--- config.mk ---
export PLATFORM = sky130hd
export DESIGN_NAME = alu_uart_interface
export DESIGN_NICKNAME = d
export VERILOG_FILES = /design/src/rtl/alu_pkg.sv /design/src/rtl/alu_uart_interface_timer.sv /design/src/rtl/alu_uart_interface.sv
export SDC_FILE = /design/constraint.sdc
export NUM_CORES = 1
export LEC_CHECK = 0
export CORE_ASPECT_RATIO = 1.5
export CORE_MARGIN = 4
export CORE_UTILIZATION = 45
export CTS_CLUSTER_DIAMETER = 80
export DETAILED_ROUTE_END_ITERATION = 8
export GPL_TIMING_DRIVEN = 0
export PLACE_DENSITY = 0.71
export REMOVE_ABC_BUFFERS = 1
export SLEW_MARGIN = 20
export SYNTH_ARGS = -nofsm -noshare
export SYNTH_HDL_FRONTEND = slang
export SYNTH_SLANG_ARGS = --single-unit
export TNS_END_PERCENT = 50
--- constraint.sdc ---
create_clock -name i_clock -period 2.1 [get_ports i_clock]
set_input_delay 0.42 -clock i_clock [delete_from_list [all_inputs] [get_ports i_clock]]
set_output_delay 0.42 -clock i_clock [all_outputs]
set_load 0.01 [all_outputs]
--- src/rtl/alu_pkg.sv ---
// Shared constants for the ALU and its UART sequencer.
// Opcode values and sequencer state encoding.
package alu_pkg;

  localparam logic [5:0] ADD = 6'b100000;
  localparam logic [5:0] SUB = 6'b100010;
  localparam logic [5:0] AND = 6'b100100;
  localparam logic [5:0] OR  = 6'b100101;
  localparam logic [5:0] XOR = 6'b100110;
  localparam logic [5:0] SRA = 6'b000011;
  localparam logic [5:0] SRL = 6'b000010;
  localparam logic [5:0] NOR = 6'b100111;

  localparam logic [2:0] ST_WAIT_A  = 3'd0;
  localparam logic [2:0] ST_WAIT_B  = 3'd1;
  localparam logic [2:0] ST_WAIT_OP = 3'd2;
  localparam logic [2:0] ST_CAPTURE = 3'd3;
  localparam logic [2:0] ST_SEND    = 3'd4;
  localparam logic [2:0] ST_WAIT_TX = 3'd5;

  typedef enum logic [2:0] {
    WAIT_A  = ST_WAIT_A,
    WAIT_B  = ST_WAIT_B,
    WAIT_OP = ST_WAIT_OP,
    CAPTURE = ST_CAPTURE,
    SEND    = ST_SEND,
    WAIT_TX = ST_WAIT_TX
  } state_t;

endpackage

--- src/rtl/alu_uart_interface_timer.sv ---
// Inter-byte idle counter; pulses expired on the last allowed idle cycle.
// TIMEOUT_CYCLES of 0 never expires.
module interbyte_timer #(
  parameter int NB_TIMEOUT     = 20,
  parameter int TIMEOUT_CYCLES = 1000000
) (
  input  logic clk,
  input  logic rst_n,
  input  logic clr,
  input  logic en,
  output logic expired
);

  localparam logic [NB_TIMEOUT-1:0] LAST =
    NB_TIMEOUT'(TIMEOUT_CYCLES - 1);

  logic [NB_TIMEOUT-1:0] cnt;

  assign expired = en && (TIMEOUT_CYCLES != 0)
                   && (cnt == LAST);

  always_ff @(posedge clk or negedge rst_n) begin
    if (!rst_n) begin
      cnt <= '0;
    end else if (clr || expired) begin
      cnt <= '0;
    end else if (en) begin
      cnt <= cnt + 1'b1;
    end
  end

endmodule

--- src/rtl/alu_uart_interface.sv ---
// Collects operand A, operand B and opcode from the UART receiver,
// drives the ALU and hands the registered result to the transmitter.
module alu_uart_interface
  import alu_pkg::*;
#(
  parameter int NB_DATA_BUS    = 8,
  parameter int NB_OPCODE      = 6,
  parameter int NB_TIMEOUT     = 20,
  parameter int TIMEOUT_CYCLES = 1000000
) (
  input  logic                   i_clock,
  input  logic                   i_reset,
  input  logic [NB_DATA_BUS-1:0] i_rx_data,
  input  logic                   i_rx_done,
  input  logic [NB_DATA_BUS-1:0] i_alu_result,
  input  logic                   i_tx_done,
  output logic [NB_DATA_BUS-1:0] o_first_operator,
  output logic [NB_DATA_BUS-1:0] o_second_operator,
  output logic [NB_OPCODE-1:0]   o_opcode,
  output logic [NB_DATA_BUS-1:0] o_tx_data,
  output logic                   o_tx_start,
  output logic                   o_busy,
  output logic                   o_overrun
);

  state_t state, state_nx;
  logic   tmr_en;
  logic   tmr_exp;
  logic   no_accept;

  interbyte_timer #(
    .NB_TIMEOUT    (NB_TIMEOUT),
    .TIMEOUT_CYCLES(TIMEOUT_CYCLES)
  ) u_timer (
    .clk    (i_clock),
    .rst_n  (i_reset),
    .clr    (~tmr_en),
    .en     (tmr_en),
    .expired(tmr_exp)
  );

  always_ff @(posedge i_clock or negedge i_reset) begin
    if (!i_reset) begin
      state <= WAIT_A;
    end else begin
      state <= state_nx;
    end
  end

  always_comb begin
    state_nx  = state;
    tmr_en    = 1'b0;
    no_accept = 1'b0;
    unique case (state)
      WAIT_A: begin
        if (i_rx_done) state_nx = WAIT_B;
      end
      WAIT_B: begin
        tmr_en = ~i_rx_done;
        if (i_rx_done)    state_nx = WAIT_OP;
        else if (tmr_exp) state_nx = WAIT_A;
      end
      WAIT_OP: begin
        tmr_en = ~i_rx_done;
        if (i_rx_done)    state_nx = CAPTURE;
        else if (tmr_exp) state_nx = WAIT_A;
      end
      CAPTURE: begin
        no_accept = 1'b1;
        state_nx  = SEND;
      end
      SEND: begin
        no_accept = 1'b1;
        state_nx  = WAIT_TX;
      end
      WAIT_TX: begin
        no_accept = 1'b1;
        if (i_tx_done) state_nx = WAIT_A;
      end
      default: state_nx = WAIT_A;
    endcase
  end

  // Operands hold across frames; they only move when a byte is taken.
  always_ff @(posedge i_clock or negedge i_reset) begin
    if (!i_reset) begin
      o_first_operator  <= '0;
      o_second_operator <= '0;
      o_opcode          <= '0;
      o_tx_data         <= '0;
      o_tx_start        <= 1'b0;
      o_overrun         <= 1'b0;
    end else begin
      o_tx_start <= (state == CAPTURE);
      if (state == WAIT_A && i_rx_done)
        o_first_operator <= i_rx_data;
      if (state == WAIT_B && i_rx_done)
        o_second_operator <= i_rx_data;
      if (state == WAIT_OP && i_rx_done)
        o_opcode <= i_rx_data[NB_OPCODE-1:0];
      if (state == CAPTURE)
        o_tx_data <= i_alu_result;
      if (no_accept && i_rx_done)
        o_overrun <= 1'b1;
    end
  end

  assign o_busy = (state != WAIT_A);

endmodule

==> results.md, run 1 <==
- Ys flop type: dfrtp_1
- M2 GR Usage: 24.83%
- PortBufs: 52
- CTS sink count: 55
- Syn_area_per_cell: 12.30 um2
- Crit Path Category: in -> reg
- Power Dens Cells: 1269 nW/um2
- Flop pwr share: 41.0%
- Clock power frac: 20.6%
- Final period utilization: 92.47%
- Crit-path max FO: 8
- RSZ-0062 raised after global routing: false
- Met3 Usage GRT: 6.713%
- Yosys cell types: 37
- Largest net degree at the start of global routing: 56
- Net Switching: 1.155 mW
- Met1 GRT Util: 19.01%
- Final nets: 270
- Post-synth EDFFs: 0
- Internal power: 2.809 mW
- Tot GR Track Use: 15.90%
- Layout cell share with drive strength beyond 1: 19.60%
- Ys Warns: 0
- First-pass iteration count of the detailed router: 4
- Fin crit period: 1942 ps
- Hold Fails Final Rpt: 0
- Final TNS setup: 0 ps
- DRT antenna net count: 0
- Final setup fails: 0
- Final std cells w/o fill: 318
- # diodes: 0
- Status: complete, no violations
- Comb power frac: 38.4%
- Clock network latency to the later pin of the worst-skew pair: 300 ps
- DRT iter0 DRCs: 71
- CTS Buffer Depth: 2
- Total CTS buffers: 5
- DP Cell Count: 310
- CTS Hold Bufs: 0
- Sw frac: 29.13%
- Site Rows: 32
- Drt wl/cell: 14.90 um
- Worst min-delay path class: in -> async
- Via count: 1664
- Async SR Flop Fraction: 100.0%
- CP Capture Type: register
- Worst slew pin tran: 675.9 ps
- Vias in the first global route: 1815
- CP Launch Type: input pin
- Worst vdd ir: 0.0008455 V
- Synthesized flop and latch total: 55
- Max frequency: 515.0 MHz
- Grt total ovfl: 0
- Die H: 97.65 um
- Core Area: 5165 um2
- P_leak: 1.245 nW
- Mapped Cells: 196
- Placer Congestion: 0.8058
- Clock skew: 7.032 ps
- Root Buffer: clkbuf_8
- IO Pins: 53
- Crit path DAT: 2140 ps
- Vias per Instance: 5.233
- Slew Limit Fails: 0
- HPWL after DPL: 3412 um
- Area Overhead vs Synth: 29.58%
- Detailed Route WL: 4739 um
- Most Crowded Layer GR: met2
- Synthesized area: 2411 um2
- Max cap viols: 0
- Filler cells: 426
- H-tree Lvls: 2
- Chip width: 67.77 um
- WP data required: 2300 ps
- CTS tree: built
- Slew margin rel.: 54.94%
- DRC Markers: 0
- CTS clk-pin slew, worst paths: 100 ps
- Initial antenna violation count: 0
- Initial core utilization: 46.68%
- Register area share after synthesis: 57.08%
- First-pass GRT wire length: 8128 um
- Die Area: 6617 um2
## area by class of cell
| type | count | area [um2] | area share, % |
|---|---|---|---|
| Timing Repair Buffer | 53 | 528.0 | 16.90 |
| Multi-Input combinational cell | 129 | 977.2 | 31.28 |
| Sequential cell | 55 | 1379 | 44.13 |
| Clock inverter | 3 | 67.56 | 2.163 |
| Inverter | 5 | 18.77 | 0.6007 |
| Tap cell | 68 | 85.08 | 2.723 |
| Clock buffer | 5 | 68.82 | 2.203 |
## placed cells by master, fill, tap and decap left out, types with 2 or more instances in the layout
| master | Yosys | final |
|---|---|---|
| dfrtp_1 | 55 | 53 |
| clkdlybuf4s50_1 | 0 | 50 |
| mux2_2 | 30 | 30 |
| nor2_1 | 15 | 15 |
| nand3_1 | 12 | 12 |
| xnor2_1 | 8 | 8 |
| nand2_1 | 8 | 8 |
| xor2_1 | 6 | 6 |
| inv_1 | 5 | 5 |
| a21oi_1 | 5 | 5 |
| clkbuf_8 | 0 | 5 |
| nand4_1 | 4 | 4 |
| nor3_1 | 4 | 4 |
| o21ai_0 | 5 | 4 |
| or3_1 | 3 | 3 |
| and3_1 | 3 | 3 |
| nor4_1 | 3 | 3 |
| o31ai_1 | 3 | 3 |
| nor4b_1 | 2 | 2 |
| and4_1 | 2 | 2 |
| or4_1 | 2 | 2 |
| bufinv_16 | 0 | 2 |
| dfrtp_2 | 0 | 2 |
## cells in the mapped netlist (all sizes together), types with 2 or more instances
master | count | area share, %
o31ai | 3 | 0.93
nand2 | 8 | 1.2
nand3 | 13 | 3.2
nand4 | 4 | 1.0
o21ai | 5 | 1.0
inv | 5 | 0.78
xnor2 | 8 | 2.9
nor3 | 4 | 0.83
a21oi | 6 | 1.4
dfrtp | 55 | 57
nor4 | 3 | 0.78
xor2 | 6 | 2.2
or3 | 3 | 0.78
and4 | 2 | 0.73
nor4b | 3 | 1.7
buf | 6 | 1.6
nor2 | 16 | 2.6
mux2 | 30 | 14
and3 | 4 | 1.1
or4 | 3 | 1.1
## power by group through the flow
stage | Clock, mW | Combinational [mW] | Sequential, mW
after floorplan | 0 | 0.558 | 1.76
after global placement | 0 | 1.51 | 1.63
after detailed placement | 0 | 1.55 | 1.65
after CTS | 0.835 | 1.55 | 1.63
after global routing | 0.889 | 1.65 | 1.68
final | 0.817 | 1.52 | 1.63
## logic make-up after synthesis
logic type | Yosys count | share of synthesized area [%]
xor gates and xnor gates | 14 | 5.086
muxes | 30 | 14.01
and+or+nand+nor | 66 | 15.98
DFF | 55 | 57.08
AOI/OAI and AO/OA | 18 | 4.774
adders and majority gates | 1 | 0.5189
buffers and inverters | 12 | 2.543
## registers in the layout, summed over array words and instances, names as in the netlist
| signal | cells |
|---|---|
| o_first_operator | 8 |
| o_opcode | 6 |
| o_overrun | 1 |
| o_second_operator | 8 |
| o_tx_data | 8 |
| o_tx_start | 1 |
| state | 3 |
| u_timer.cnt | 20 |
## worst max-delay path, cell delays in order
cell	delay, ps
clkdlybuf4s50_1	560
inv_1	130
nor4b_4	620
mux2_2	400
## metal layers
| metal | part of all wire [%] | routed length (um) |
|---|---|---|
| met1 | 41 | 1945 |
| met3 | 7.7 | 363 |
| met4 | 1.4 | 66 |
| met5 | 0 | 0 |
| met2 | 50 | 2363 |
## final timing paths
kind | slack [ps] | from | end | cells past startpoint
max reg2reg | 330 | u_timer.cnt[7] | u_timer.cnt[8] | 5
min in group i_clock | 470 | o_overrun | o_overrun | 1
max in group asynchronous | 1470 | i_reset | state[0] | 1
min reg2reg | 470 | o_overrun | o_overrun | 1
min | 130 | i_reset | o_second_operator[3] | 1
max | 160 | i_rx_done | o_second_operator[7] | 4
## timing repair
item / 4_1_cts / 5_1_grt
setup buffers: 0 / 0
gates resized for setup: 3 / 0
endpoints found under the setup margin: 1 / 0
## per-stage QoR
stage                     power, mW  util [%]  hold WS (ps)  setup WS, ps  instance area [um2]
final                         3.963     60.49         134.6         158.2                 3124
after global routing          4.216     60.49         179.2         70.90                 3124
after CTS                     4.023     60.49         166.3         136.8                 3124
after detailed placement      3.199     57.82         451.1        -215.2                 2987
after global placement        3.141     57.58         443.0         -1083                 2974
after floorplan               2.323         -         124.4        -162.2                 2369
Power figures use the tool's default switching activity.
==> run 2: changes to the inputs <==
--- a/config.mk
+++ b/config.mk
@@ -8,11 +8,13 @@
 export CORE_ASPECT_RATIO = 1.5
 export CORE_MARGIN = 4
 export CORE_UTILIZATION = 45
+export CTS_BUF_LIST = sky130_fd_sc_hd__clkbuf_8
 export CTS_CLUSTER_DIAMETER = 80
 export DETAILED_ROUTE_END_ITERATION = 8
 export GPL_TIMING_DRIVEN = 0
-export PLACE_DENSITY = 0.71
+export PLACE_DENSITY = 0.72
 export REMOVE_ABC_BUFFERS = 1
+export SKIP_CTS_REPAIR_TIMING = 1
 export SLEW_MARGIN = 20
 export SYNTH_ARGS = -nofsm -noshare
 export SYNTH_HDL_FRONTEND = slang
==> results.md, run 2 (synthesized netlist as in run 1, its figures left out) <==
- Final nets: 270 (unchanged)
- Core Area: 5165 um2 (unchanged)
- Sw frac: 30.24% (+1.1 points)
- Chip width: 67.77 um (unchanged)
- CP peak stage delay: 630 ps (about the same)
- Final period utilization: 94.17% (+1.7 points)
- CTS Buffer Depth: 2 (unchanged)
- Clock network latency to the later pin of the worst-skew pair: 310 ps (about the same)
- RSZ-0062 raised after global routing: false
- Vias in the first global route: 1731 (-4.6%)
- Fin crit period: 1978 ps (+35.72 ps)
- Clock power frac: 18.7% (-1.9 points)
- Initial antenna violation count: 0 (unchanged)
- CTS sink count: 55 (unchanged)
- Die H: 97.65 um (unchanged)
- Tot GR Track Use: 15.82% (-0.081 points)
- # diodes: 0 (unchanged)
- DRT antenna net count: 0 (unchanged)
- Grt total ovfl: 0 (unchanged)
- PortBufs: 52 (unchanged)
- DRC Markers: 0 (unchanged)
- Most frequent cells in the layout: 53 x dfrtp_1, 50 x clkdlybuf4s50_1, 30 x mux2_2
- CP Cell Sequence: clkdlybuf4s50_1 -> inv_1 -> nor4b_4 -> mux2_2
- Drt wl/cell: 14.99 um (+0.57%)
- CP Launch Type: input pin
- Largest net degree at the start of global routing: 56 (unchanged)
- First-pass iteration count of the detailed router: 5 (+1)
- DRT iter0 DRCs: 97 (+37%)
- Flop pwr share: 41.9% (+0.9 points)
- Total CTS buffers: 5 (unchanged)
- Placer Congestion: 0.8039 (-0.24%)
- Max frequency: 505.7 MHz (-1.8%)
- Net Switching: 1.170 mW (+1.4%)
- CTS tree: built
- Crit-path max FO: 8 (unchanged)
- CP Buf/Inv Count: 2 (unchanged)
- Detailed Route WL: 4766 um (+0.57%)
- Worst vdd ir: 0.0007416 V (-12%)
- H-tree Lvls: 2 (unchanged)
- Comb power frac: 39.4% (+1.0 points)
- Site Rows: 32 (unchanged)
- Commonest non-fill, non-tap cell in the layout: dfrtp_1
- First-pass GRT wire length: 8052 um (-0.94%)
- WP data required: 2300 ps (about the same)
- Hold Fails Final Rpt: 0 (unchanged)
- Critical path's top delay family: buffers and inverters
- Max cap viols: 0 (unchanged)
- Via count: 1673 (+0.54%)
- P_leak: 1.245 nW (about the same)
- Slew margin rel.: 54.45% (-0.49 points)
- Worst slew pin tran: 683.3 ps (+7.351 ps)
- CP Capture Type: register
- Status: complete, no violations
- Crit Path Category: in -> reg
- Initial core utilization: 46.68% (unchanged)
- Slew Limit Fails: 0 (unchanged)
- HPWL after DPL: 3372 um (-1.2%)
- Vias per Instance: 5.261 (+0.54%)
- CTS clk-pin slew, worst paths: 100 ps (about the same)
- Worst min-delay path class: in -> async
- Final TNS setup: 0 ps (unchanged)
- Die Area: 6617 um2 (unchanged)
- Root Buffer: clkbuf_8
- Max reg flops: 20 (unchanged)
- Design Power: 3.871 mW (-2.3%)
- IO Pins: 53 (unchanged)
- Final core occ: 60.17% (-0.31 points)
- Area Overhead vs Synth: 28.91%
- Layout cell share with drive strength beyond 1: 19.60% (unchanged)
- Clock skew: 4.643 ps (-2.389 ps)
- Final setup fails: 0 (unchanged)
- Internal power: 2.700 mW (-3.9%)
- Power Dens Cells: 1245 nW/um2 (-1.8%)
- Reg with most FFs: u_timer.cnt
- Worst hold slack: 124.6 ps (-10.00 ps)
- Slowest CP cell: nor4b_4
- Crit path DAT: 2180 ps (+40 ps)
==> run 2: final cells by class <==
class,instances,area (um2)
fillers,446,2057
flip-flops and latches,55,1379
multi-input cells,129,977.2
repair buffers,53,531.8
well taps,68,85.08
clock buffers,5,68.82
clock inverters,3,47.55
inverters,5,18.77
==> run 2: worst paths after layout <==
check,endpoint,from,slack [ps],cells after the start
max,o_second_operator[1],i_rx_done,120,4
max reg2reg,o_first_operator[0],state[0],340,3
max in group asynchronous,state[1],i_reset,1470,1
min reg2reg,o_overrun,o_overrun,480,1
min,u_timer.cnt[12],i_reset,120,1
min in group i_clock,o_overrun,o_overrun,480,1
==> run 2: per-layer routing <==
layer	GRT usage [%]	vias to the layer above	routed length, um
li1	-	805	-
met1	18.66	811	1949
met2	25.51	49	2429
met3	6.366	8	310
met4	5.313	0	76
met5	0	-	0
==> run 2: power groups by stage <==
| stage | clock [mW] | sequential [mW] | combinational (mW) |
|---|---|---|---|
| global placement | 0 | 1.62 | 1.51 |
| floorplan | 0 | 1.76 | 0.558 |
| finish | 0.723 | 1.62 | 1.53 |
| global route | 0.791 | 1.67 | 1.65 |
| CTS | 0.743 | 1.62 | 1.56 |
| detailed placement | 0 | 1.63 | 1.55 |
==> run 2: per-stage QoR <==
stage / cell area (um2) / cells / setup slack, ps
floorplan: 2369 / 189 / -162.2
global placement: 2974 / 309 / -1112
detailed placement: 2987 / 310 / -256.2
CTS: 3103 / 318 / -75.16
global route: 3108 / 318 / 72.28
finish: 3108 / 318 / 122.5
==> run 3: changes to the inputs <==
--- a/config.mk
+++ b/config.mk
@@ -6,7 +6,6 @@
 export NUM_CORES = 1
 export LEC_CHECK = 0
 export CORE_ASPECT_RATIO = 1.5
-export CORE_MARGIN = 4
 export CORE_UTILIZATION = 45
 export CTS_BUF_LIST = sky130_fd_sc_hd__clkbuf_8
 export CTS_CLUSTER_DIAMETER = 80
==> results.md, run 3 (synthesized netlist as in run 1, its figures left out) <==
- CP Buf/Inv Count: 2 (unchanged)
- Drt wl/cell: 14.00 um (-6.6%)
- Detailed Route WL: 4452 um (-6.6%)
- Max cap viols: 0 (unchanged)
- DRT iter0 DRCs: 41 (-58%)
- CP Launch Type: input pin
- Clock skew: 6.299 ps (+1.656 ps)
- Filler cells: 410 (-8.1%)
- Final core occ: 60.34% (+0.17 points)
- Internal power: 2.737 mW (+1.4%)
- Most frequent cells in the layout: 53 x dfrtp_1, 50 x clkdlybuf4s50_1, 30 x mux2_2
- Die H: 91.65 um (-6.1%)
- Critical path's top delay family: buffers and inverters
- Clock network latency to the later pin of the worst-skew pair: 310 ps (about the same)
- PortBufs: 52 (unchanged)
- First-pass GRT wire length: 7748 um (-3.8%)
- Crit path DAT: 2160 ps (-20 ps)
- CTS sink count: 55 (unchanged)
- Final period utilization: 93.69% (-0.47 points)
- Cells on worst reg2reg path: 5 (+2)
- Layout cell share with drive strength beyond 1: 19.60% (unchanged)
- Sw frac: 29.32% (-0.92 points)
- Flop pwr share: 42.0% (about the same)
- Final nets: 270 (unchanged)
- Worst min-delay path class: in -> async
- Slowest CP cell: nor4b_4
- P_leak: 1.250 nW (+0.37%)
- Hold Fails Final Rpt: 0 (unchanged)
- CTS Buffer Depth: 2 (unchanged)
- Largest net degree at the start of global routing: 56 (unchanged)
- Initial core utilization: 46.68% (unchanged)
- Slew Limit Fails: 0 (unchanged)
- WP data required: 2300 ps (about the same)
- Total CTS buffers: 5 (unchanged)
- IO Pins: 53 (unchanged)
- Commonest non-fill, non-tap cell in the layout: dfrtp_1
- CP Cell Sequence: clkdlybuf4s50_1 -> inv_1 -> nor4b_4 -> mux2_2
- Fin crit period: 1968 ps (-9.956 ps)
- Area Overhead vs Synth: 29.27%
- RSZ-0062 raised after global routing: false
- Final setup fails: 0 (unchanged)
- Status: complete, no violations
- Final instance area: 3117 um2 (+0.28%)
- CTS clk-pin slew, worst paths: 90 ps (about the same)
- DRC Markers: 0 (unchanged)
- Placer Congestion: 0.7500 (-6.7%)
- Die Area: 5661 um2 (-14%)
- Worst slew pin tran: 679.2 ps (-4.032 ps)
- Root Buffer: clkbuf_8
- Grt total ovfl: 0 (unchanged)
- Comb power frac: 39.1% (-0.3 points)
- Site Rows: 32 (unchanged)
- HPWL after DPL: 3142 um (-6.8%)
- Max reg flops: 20 (unchanged)
- CTS tree: built
- Tot GR Track Use: 18.44% (+2.6 points)
- Final TNS setup: 0 ps (unchanged)
- Worst vdd ir: 0.0007739 V (+4.3%)
- CP Capture Type: register
- Reg-to-Reg End: u_timer.cnt[7]
- Clock power frac: 18.9% (+0.2 points)
- First-pass iteration count of the detailed router: 4 (-1)
- Reg-to-Reg Start: u_timer.cnt[7]
- R2R setup slack: 320 ps (-20 ps)
- Via count: 1694 (+1.3%)
- Area after DPL: 2990 um2 (+0.13%)
- Slew margin rel.: 54.72% (+0.27 points)
- Reg with most FFs: u_timer.cnt
- Max frequency: 508.2 MHz (+0.51%)
- Crit-path max FO: 8 (unchanged)
- Initial antenna violation count: 0 (unchanged)
- CP peak stage delay: 630 ps (about the same)
- Net Switching: 1.135 mW (-3.0%)
- H-tree Lvls: 2 (unchanged)
- # diodes: 0 (unchanged)
- DRT antenna net count: 0 (unchanged)
- Core Area: 5165 um2 (unchanged)
- Vias per Instance: 5.327 (+1.3%)
- Power Dens Cells: 1243 nW/um2 (-0.23%)
- Vias in the first global route: 1743 (+0.69%)
- Crit Path Category: in -> reg
- Chip width: 61.77 um (-8.9%)
-- run 3: cell types whose count changed in the layout (fill, tap and decap cells not counted) --
cell	delta
clkinv_4	-1
clkbuf_8	+1
buf_6	-1
buf_8	+1
-- run 3: worst max-delay path by stage --
stage / from / to / slack, ps / depth (start not counted)
2_1_floorplan: u_timer.cnt[8] / u_timer.cnt[10] / -160 / 4
3_3_place_gp: i_reset / o_second_operator[2] / -1110 / 1
3_5_place_dp: i_rx_done / o_second_operator[1] / -220 / 4
4_1_cts: state[0] / o_busy / -70 / 2
5_1_grt: i_rx_done / o_second_operator[1] / 60 / 4
6_report: i_rx_done / o_second_operator[3] / 130 / 4
-- run 3: metrics by stage --
stage          std cells  hold slack [ps]  setup slack [ps]  power (mW)
2_1_floorplan        189            124.4            -162.2       2.323
3_3_place_gp         309            443.2             -1106       3.129
3_5_place_dp         310            447.2            -216.6       3.184
4_1_cts              318            164.9            -65.68       3.935
5_1_grt              318            194.9             60.20       4.121
6_report             318            151.4             132.5       3.873
-- run 3: per-layer routing --
metal  vias up  GRT usage, %  share of wire (%)
li1        803             -                  -
met4         0         6.111               0.54
met1       840         20.96                 41
met5         -             0                  0
met3         2         9.027                8.2
met2        49         29.48                 50
-- run 3: final cells by class --
| class | instances | area [um2] | area share (%) |
|---|---|---|---|
| Sequential cell | 55 | 1379 | 44.24 |
| Multi-Input combinational cell | 129 | 977.2 | 31.35 |
| Timing Repair Buffer | 53 | 535.5 | 17.18 |
| Tap cell | 68 | 85.08 | 2.730 |
| Inverter | 5 | 18.77 | 0.6022 |
| Clock buffer | 6 | 82.58 | 2.650 |
| Clock inverter | 2 | 38.79 | 1.244 |
-- run 3: power groups by stage --
| stage | logic (mW) | clock network, mW | registers [mW] |
|---|---|---|---|
| 5_1_grt | 1.64 | 0.800 | 1.68 |
| 3_3_place_gp | 1.50 | 0 | 1.63 |
| 3_5_place_dp | 1.54 | 0 | 1.65 |
| 6_report | 1.51 | 0.732 | 1.63 |
| 4_1_cts | 1.55 | 0.762 | 1.63 |
| 2_1_floorplan | 0.558 | 0 | 1.76 |
